**src/rtl/core_col_sched.sv**
```systemverilog
// core_col_sched
//
// Layer sequencer for the diff NN core. It accepts one layer job from the
// host over a ready/valid handshake and then walks rows and passes. For each
// row it requests a start from every enabled PE column, collects each
// column's row-done pulse, and then swaps the feature-map and guard
// ping-pong banks of the enabled columns. core_finish pulses once when the
// last row of the last pass completes. An abort returns the sequencer to
// IDLE and clears all progress.
//
// Ports
//   clk, rst            core clock, asynchronous active-high reset
//   core_valid/ready    host job handshake (ready high only in IDLE)
//   core_finish         one-cycle pulse on normal layer completion
//   abort               synchronous abort of the running job
//   cfg_*               job configuration, sampled at accept
//   PE_col_ctrl_*       per-column row start (valid/ready) and row-done pulse
//   bit_mode, kernal_mode, is_odd_row, end_of_row,
//   fm_ping_pong, gd_ping_pong
//                       per-column attributes, forced to 0 on disabled columns
//   row_idx, pass_idx   current row and pass
//   busy                high whenever a job is in progress
module core_col_sched #(
  parameter int NUM_COL = 8,
  parameter int ROW_W   = 8,
  parameter int PASS_W  = 6
) (
  input  logic               clk,
  input  logic               rst,
  input  logic               core_valid,
  output logic               core_ready,
  output logic               core_finish,
  input  logic               abort,
  input  logic [ROW_W-1:0]   cfg_rows,
  input  logic [PASS_W-1:0]  cfg_passes,
  input  logic [NUM_COL-1:0] cfg_col_mask,
  input  logic               cfg_bit_mode,
  input  logic               cfg_kernal_mode,
  output logic [NUM_COL-1:0] PE_col_ctrl_valid,
  input  logic [NUM_COL-1:0] PE_col_ctrl_ready,
  input  logic [NUM_COL-1:0] PE_col_ctrl_finish,
  output logic [NUM_COL-1:0] bit_mode,
  output logic [NUM_COL-1:0] kernal_mode,
  output logic [NUM_COL-1:0] is_odd_row,
  output logic [NUM_COL-1:0] end_of_row,
  output logic [NUM_COL-1:0] fm_ping_pong,
  output logic [NUM_COL-1:0] gd_ping_pong,
  output logic [ROW_W-1:0]   row_idx,
  output logic [PASS_W-1:0]  pass_idx,
  output logic               busy
);

  typedef enum logic [2:0] {
    S_IDLE,
    S_ISSUE,
    S_WAIT,
    S_NEXT,
    S_DONE
  } state_t;

  state_t state_reg, state_next;

  logic [ROW_W-1:0]   rows_reg, rows_next;
  logic [PASS_W-1:0]  passes_reg, passes_next;
  logic [NUM_COL-1:0] mask_reg, mask_next;
  logic               bit_mode_reg, bit_mode_next;
  logic               kernal_mode_reg, kernal_mode_next;
  logic [ROW_W-1:0]   row_reg, row_next;
  logic [PASS_W-1:0]  pass_reg, pass_next;
  logic [NUM_COL-1:0] issued_reg, issued_next;
  logic [NUM_COL-1:0] done_reg, done_next;
  // The feature-map and guard banks always swap together, so one register
  // holds the bank select for both.
  logic [NUM_COL-1:0] pp_reg, pp_next;

  logic               issue_st;
  logic               last_row;
  logic               last_pass;
  logic [NUM_COL-1:0] fire;
  logic [NUM_COL-1:0] done_set;

  assign issue_st  = (state_reg == S_ISSUE);
  // Configs of zero never reach the counters, so cfg-1 cannot wrap here.
  assign last_row  = (row_reg == rows_reg - ROW_W'(1));
  assign last_pass = (pass_reg == passes_reg - PASS_W'(1));
  assign fire      = PE_col_ctrl_valid & PE_col_ctrl_ready;
  // A row-done pulse only counts for an enabled column that already took its
  // start request; anything else is treated as noise.
  assign done_set  = PE_col_ctrl_finish & issued_reg & mask_reg;

  assign core_ready  = (state_reg == S_IDLE);
  assign busy        = (state_reg != S_IDLE);
  assign core_finish = (state_reg == S_DONE);
  assign row_idx     = row_reg;
  assign pass_idx    = pass_reg;

  genvar gi;
  generate
    for (gi = 0; gi < NUM_COL; gi++) begin : g_col
      // Valid stays up until this column's own handshake.
      assign PE_col_ctrl_valid[gi] = issue_st & mask_reg[gi] & ~issued_reg[gi];
      assign bit_mode[gi]          = mask_reg[gi] & bit_mode_reg;
      assign kernal_mode[gi]       = mask_reg[gi] & kernal_mode_reg;
      assign is_odd_row[gi]        = mask_reg[gi] & row_reg[0];
      assign end_of_row[gi]        = mask_reg[gi] & last_row;
      assign fm_ping_pong[gi]      = mask_reg[gi] & pp_reg[gi];
      assign gd_ping_pong[gi]      = mask_reg[gi] & pp_reg[gi];
    end
  endgenerate

  always_ff @(posedge clk or posedge rst) begin
    if (rst) begin
      state_reg       <= S_IDLE;
      rows_reg        <= '0;
      passes_reg      <= '0;
      mask_reg        <= '0;
      bit_mode_reg    <= 1'b0;
      kernal_mode_reg <= 1'b0;
      row_reg         <= '0;
      pass_reg        <= '0;
      issued_reg      <= '0;
      done_reg        <= '0;
      pp_reg          <= '0;
    end else begin
      state_reg       <= state_next;
      rows_reg        <= rows_next;
      passes_reg      <= passes_next;
      mask_reg        <= mask_next;
      bit_mode_reg    <= bit_mode_next;
      kernal_mode_reg <= kernal_mode_next;
      row_reg         <= row_next;
      pass_reg        <= pass_next;
      issued_reg      <= issued_next;
      done_reg        <= done_next;
      pp_reg          <= pp_next;
    end
  end

  always_comb begin
    state_next       = state_reg;
    rows_next        = rows_reg;
    passes_next      = passes_reg;
    mask_next        = mask_reg;
    bit_mode_next    = bit_mode_reg;
    kernal_mode_next = kernal_mode_reg;
    row_next         = row_reg;
    pass_next        = pass_reg;
    issued_next      = issued_reg;
    done_next        = done_reg;
    pp_next          = pp_reg;

    case (state_reg)
      S_IDLE: begin
        // An abort in the same cycle as a request blocks the accept.
        if (core_valid && !abort) begin
          rows_next        = cfg_rows;
          passes_next      = cfg_passes;
          mask_next        = cfg_col_mask;
          bit_mode_next    = cfg_bit_mode;
          kernal_mode_next = cfg_kernal_mode;
          row_next         = '0;
          pass_next        = '0;
          issued_next      = '0;
          done_next        = '0;
          pp_next          = '0;
          if ((cfg_rows == '0) || (cfg_passes == '0) || (cfg_col_mask == '0))
            state_next = S_DONE;
          else
            state_next = S_ISSUE;
        end
      end
      S_ISSUE: begin
        issued_next = issued_reg | fire;
        done_next   = done_reg | done_set;
        // Handshakes of this cycle count, so no extra ISSUE cycle is spent.
        if ((issued_next & mask_reg) == mask_reg)
          state_next = S_WAIT;
      end
      S_WAIT: begin
        done_next = done_reg | done_set;
        // Finishes of this cycle count, giving the 3-cycle row minimum.
        if ((done_next & mask_reg) == mask_reg)
          state_next = S_NEXT;
      end
      S_NEXT: begin
        pp_next     = pp_reg ^ mask_reg;
        issued_next = '0;
        done_next   = '0;
        if (!last_row) begin
          row_next   = row_reg + ROW_W'(1);
          state_next = S_ISSUE;
        end else if (!last_pass) begin
          row_next   = '0;
          pass_next  = pass_reg + PASS_W'(1);
          state_next = S_ISSUE;
        end else begin
          state_next = S_DONE;
        end
      end
      S_DONE: begin
        state_next = S_IDLE;
      end
      default: begin
        state_next = S_IDLE;
      end
    endcase

    // Abort discards all progress; the latched config is kept.
    if (abort && (state_reg != S_IDLE)) begin
      state_next  = S_IDLE;
      row_next    = '0;
      pass_next   = '0;
      issued_next = '0;
      done_next   = '0;
      pp_next     = '0;
    end
  end

endmodule

```
**config.mk**
```make
export PLATFORM = sky130hd
export DESIGN_NAME = core_col_sched
export DESIGN_NICKNAME = d
export VERILOG_FILES = /design/src/rtl/core_col_sched.sv
export SDC_FILE = /design/constraint.sdc
export NUM_CORES = 1
export LEC_CHECK = 0
export ABC_AREA = 1
export ABC_CLOCK_PERIOD_IN_PS = 2550
export BUFFER_PORTS_ARGS = -buffer_cell sky130_fd_sc_hd__buf_4
export CAP_MARGIN = 40
export CORE_UTILIZATION = 45
export DETAILED_ROUTE_END_ITERATION = 7
export GPL_TIMING_DRIVEN = 0
export PLACE_DENSITY = 0.7
export SLEW_MARGIN = 10
export SYNTH_ARGS = -nofsm -noshare
export SYNTH_HDL_FRONTEND = slang
export SYNTH_SLANG_ARGS = --single-unit
```
**constraint.sdc**
```tcl
create_clock -name clk -period 2.55 [get_ports clk]
set_clock_uncertainty 0.2 [all_clocks]
set_input_delay 0.51 -clock clk [delete_from_list [all_inputs] [get_ports clk]]
set_output_delay 0.51 -clock clk [all_outputs]
set_load 0.05 [all_outputs]
```
==> After elaboration in Yosys (flattened, before gate mapping) <==
Index checks and enable logic that the tools add are counted.
{ "totals": {"word_cells": 146, "register_bits": 65} }
{ "classes": {"eq_ne": 14, "n_reduce_logical": 21, "bitwise_logic": 72, "n_addsub": 4, "mux": 24} }
{ "ops": {"columns": ["cell", "count"], "rows": [
  ["$and A1 B1 Y1", 56],
  ["$mux W8", 7],
  ["$pmux W8 S3", 2],
  ["$and A8 B8 Y8", 5],
  ["$pmux W8 S2", 2],
  ["$eq A8 B8 Y1", 3],
  ["$mux W6", 4],
  ["$mux W3", 7],
  ["$logic_not A8 Y1", 2],
  ["$or A8 B8 Y8", 2],
  ["$pmux W3 S4", 1],
  ["$pmux W6 S2", 1],
  ["$ne A3 B3 Y1 const B", 3],
  ["$add A8 B1 Y8 const B", 1],
  ["$not A1 Y1", 8],
  ["$reduce_and A2 Y1", 4],
  ["$reduce_bool A4 Y1", 2],
  ["$sub A8 B1 Y8 const B", 1],
  ["$xor A8 B8 Y8", 1],
  ["$add A6 B1 Y6 const B", 1],
  ["$eq A3 B2 Y1 const B", 2],
  ["$eq A6 B6 Y1", 1],
  ["$logic_not A6 Y1", 1],
  ["$ne A3 B1 Y1 const B", 2],
  ["other kinds (12)", 16]
]} }

==> Depth between registers and ports, before layout <==
{ "depth": {"depth_word": 10, "depth_mapped": 15} }

==> Least setup slack after synthesis <==
OpenSTA, ideal clock, no wires.
{ "synth_path": {"path_kind": "register to output", "from": "reg row_reg[5] (netlist: row_idx[5])", "to": "out end_of_row[0]", "t_required_ns": 1.840, "slack_ns": -0.308, "stages_incl_launch_ff": 8, "arrival_ns": 2.148, "cell_sequence": "dfrtp_1 buf_2 xnor2_1 xnor2_1 nand2_1 nor2_2 nand2_4 nor2_1"} }
{ "synth_via": {"elab_chain_len": 2} }
{ "synth_rtl": {"columns": ["item", "line_no", "text"], "rows": [
  ["from (decl)", "68", "logic [ROW_W-1:0] row_reg, row_next;"],
  ["from (signal assigned)", "131", "row_reg <= row_next;"],
  ["$eq A8 B8 Y1", "84", "assign last_row = (row_reg == rows_reg - ROW_W'(1));"],
  ["$and A1 B1 Y1", "105", "assign end_of_row[gi] = mask_reg[gi] & last_row;"],
  ["to (decl)", "45", "output logic [NUM_COL-1:0] end_of_row,"]
]} }
No other way between the ends.

==> Final worst setup path <==
{ "layout_path": {"from": "reg rows_reg[0]", "to": "out end_of_row[6]"} }
{ "layout_via": {"elab_chain_len": 3} }
{ "layout_rtl": {"columns": ["item", "line_no", "text"], "rows": [
  ["from (decl)", "63", "logic [ROW_W-1:0] rows_reg, rows_next;"],
  ["from (signal assigned)", "126", "rows_reg <= rows_next;"],
  ["$sub A8 B1 Y8", "84", null],
  ["$eq A8 B8 Y1", "84", null],
  ["$and A1 B1 Y1", "105", null]
]} }
No other way between the ends.

==> results.txt <==
----------------------------------------------------
[Synth]
  Number of enable flip-flop cells after synthesis ... 0
  Synth Net Count ... 649
  Dominant cell type by area after synthesis ... sky130_fd_sc_hd__dfrtp_1
  Ys async rst share ... 100.0%
  Average cell area after synthesis ... 7.079 sq um
  Share of synthesized area occupied by flip-flops and latches ... 38.75%
  Dominant register cell in the synthesized netlist ... sky130_fd_sc_hd__dfrtp_1
  Unique cell type count in the Yosys netlist ... 37
  Netlist area before placement ... 4198 sq um
  Synthesized instance count ... 593
  Synth area leaders ... sky130_fd_sc_hd__dfrtp_1 (39%), sky130_fd_sc_hd__nand2_1 (15%), sky130_fd_sc_hd__inv_1 (9.2%), sky130_fd_sc_hd__nand3_1 (5.6%), sky130_fd_sc_hd__nor2_1 (5.3%)
  Post-synth top area share ... 38.75%
  Most instantiated library cell after synthesis ... sky130_fd_sc_hd__nand2_1
  Number of synthesis warnings ... 0
  Top cells by instance count after synthesis ... sky130_fd_sc_hd__nand2_1 (167), sky130_fd_sc_hd__inv_1 (103), sky130_fd_sc_hd__dfrtp_1 (65)
  Flip-flop and latch count after synthesis ... 65

[CTS]
  Number of buffers created by CTS ... 9
  Clk sinks ... 65
  Buffer depth of the longest clock path ... 2
  Clock input transition at the sequential cells of the worst setup and hold paths ... 0.07 ns
  TritonCTS clock tree ... built
  Clk Tree Root Cell ... sky130_fd_sc_hd__clkbuf_8
  H-tree lvl count ... 3
  Clock network latency to the later pin of the worst-skew pair ... 0.35 ns

[Pwr]
  Leakage power ... 3.253 nW
  Worst IR drop on VDD ... 0.0008021 V
  Power density cells ... 1026 nW/um^2
  Total power of the final layout ... 5.823 mW

[Critical path]
  Startpoint kind of the worst setup timing path ... flip-flop
  CP max stage cell ... sky130_fd_sc_hd__dfrtp_1
  Cell chain of the critical path ... inv_2, ha_4, inv_2, nand2_2, nand2_2, nor2_2, nand2_1, nor2_1, nand2_1, nor2_4, nand2_4, nor2_4, buf_8
  Worst EP arrival ... 2.10 ns
  Critical path endpoint category ... output pin
  Delay of the slowest critical-path stage ... 0.37 ns
  FF-to-FF setup slack ... 0.20 ns
  Maximum net fanout on the critical path ... 5
  Required time of the worst setup path ... 1.84 ns
  Setup CP Type ... reg -> out

[Worst hold path]
  Hold Crit Class ... in -> reg

[Floorplanning]
  Die ar. ... 9719 sq um
  Top-level I/O count ... 117
  Initial cell density of the core ... 47.21%
  Total number of placement rows ... 34
  Chip Width ... 98.59 microns
  Die extent in y ... 98.59 microns
  Core box area ... 8891 sq um

[Global routing]
  Final global-route overflow total ... 0
  Initial antenna violation count ... 0
  Pin count of the biggest net entering global routing ... 61
  Global-route wire length before repair ... 19.73 mm
  Overall global routing resource usage ... 25.79%
  Vias in the first global route ... 4,162

[Cells and area]
  Fraction of final layout cells sized beyond drive strength 1 ... 28.65%
  Final #Nets ... 785
  Post-Layout Inst Area ... 5678 sq um
  Antenna fix cells ... 0
  Layout area overhead ... 35.26%

[Placement]
  Quantity of I/O buffers inserted on ports ... 116
  Placed Instance Area ... 5294 sq um
  Detailed placement HPWL ... 8.639 mm
  Final weighted congestion in routability-driven placement ... 0.8737

[Job]
  Reported max-cap violation count ... 0

[Drt]
  Number of detailed-routing iterations run before antenna repair ... 5
  Detail-routed net length per standard cell ... 14.02 microns
  Vias per inst ... 5.033
  Post-route DRC violation count ... 0
  Detail Route Antenna Nets ... 0
  Detailed-route via count ... 4,233
  Routed Wire Length ... 11.79 mm
  First-iteration detailed-routing DRC count ... 151

[STA]
  Unrepaired setup endpoints after global routing ... true
  Hold Fails Final Rpt ... 0
  Final cycle utilization of the critical path ... 110.1%
  Fmax ... 356.1 MHz
  Post-layout min period ... 2.809 ns
  Final setup violation count ... 8
  Slew of the pin with the lowest slew margin ... 0.4952 ns
  Worst Setup Slack, final ... -0.2586 ns
  Fin. max-slew vios ... 0
  Max_slew headroom ... 66.98%

[Status]
  Outcome ... finished, violations left
  Violations in the final reports ... negative setup slack

----------------------------------------------------
-- critical path: cells and delay by family, from the launching register on --
| family | cells | cell delay [ns] |
|---|---|---|
| flip-flops | 1 | 0.37 |
| adder cells (fa/ha/maj) | 1 | 0.27 |
| buffers and inverters | 3 | 0.24 |
| AND/OR/NAND/NOR | 9 | 0.84 |
-- power by group --
group | internal, mW | switching [mW] | leakage (nW)
registers | 1.31 | 0.298 | 0.847
clock network | 0.471 | 0.414 | 0.0981
logic | 1.06 | 2.27 | 2.31
-- final timing paths --
path | start | endpoint | cells after the start
min | cfg_kernal_mode | kernal_mode_reg | 2
min reg2reg | done_reg[1] | done_reg[1] | 1
max | rows_reg[0] | end_of_row[6] | 13
max reg2reg | passes_reg[0] | row_idx[6] | 13
max in group asynchronous | rst | row_idx[7] | 4
min in group asynchronous | rst | pp_reg[4] | 3
-- final cells by class --
type / count / area [sq um]
Clock buffer: 10 / 137.6
Sequential cell: 65 / 1627
Timing Repair Buffer: 124 / 1002
Clock inverter: 5 / 56.30
Fill cell: 785 / 3213
Inverter: 110 / 415.4
Multi-Input combinational cell: 395 / 2166
Tap cell: 108 / 135.1
Buffer: 24 / 138.9
-- per-stage QoR --
| stage | setup slack (ns) | hold WS (ns) | cells | utilization, % | TNS [ns] |
|---|---|---|---|---|---|
| after detailed placement | -0.09585 | 0.2087 | 818 | 59.54 | -0.6800 |
| final | -0.2586 | 0.1907 | 841 | 63.86 | -1.893 |
| after global placement | -0.6932 | 0.2746 | 817 | 59.20 | -45.41 |
| after floorplan | -0.1119 | 0.2645 | 593 | - | -0.8948 |
| after CTS | -0.3043 | 0.1834 | 841 | 63.51 | -2.135 |
| after global routing | -0.4232 | 0.1968 | 841 | 63.86 | -3.189 |
-- layer usage --
metal | global-route usage (%) | share of wire, %
met1 | 34.21 | 46
met2 | 43.07 | 46
met3 | 3.830 | 5.7
met4 | 9.185 | 1.8
met5 | 0 | 0
-- repair_timing --
action | 4_1_cts | 5_1_grt
pin swaps | 11 | 8
buffers inserted | 6 | 2
setup endpoints to repair | 8 | 22
endpoints found under the hold margin | 5 | 0
gates cloned | 1 | 0
gates resized for setup | 23 | 10
hold buffers | 1 | 0
-- layout by cell type, fill, tap and decap left out, types with 9 or more instances in the layout --
cell / count
sky130_fd_sc_hd__nand3_1: 47
sky130_fd_sc_hd__inv_1: 100
sky130_fd_sc_hd__inv_2: 9
sky130_fd_sc_hd__ha_1: 11
sky130_fd_sc_hd__nor2_1: 49
sky130_fd_sc_hd__o21ai_0: 14
sky130_fd_sc_hd__buf_2: 9
sky130_fd_sc_hd__nand2_1: 165
sky130_fd_sc_hd__dfrtp_1: 65
sky130_fd_sc_hd__buf_4: 122
sky130_fd_sc_hd__nor3_2: 10
sky130_fd_sc_hd__a21oi_1: 14
sky130_fd_sc_hd__clkbuf_8: 10
sky130_fd_sc_hd__nor2_4: 10
-- kinds of logic after synthesis --
group                    count (synthesis)  share of synthesized area, %
flip-flops                              65                         38.75
AO/OA/AOI/OAI                           51                         8.108
adder cells (fa/ha/maj)                 12                         3.577
multiplexers                             5                         1.341
AND/OR/NAND/NOR                        314                         32.64
XOR/XNOR                                12                         2.504
buffers and inverters                  134                         13.09
Power figures use the tool's default switching activity.
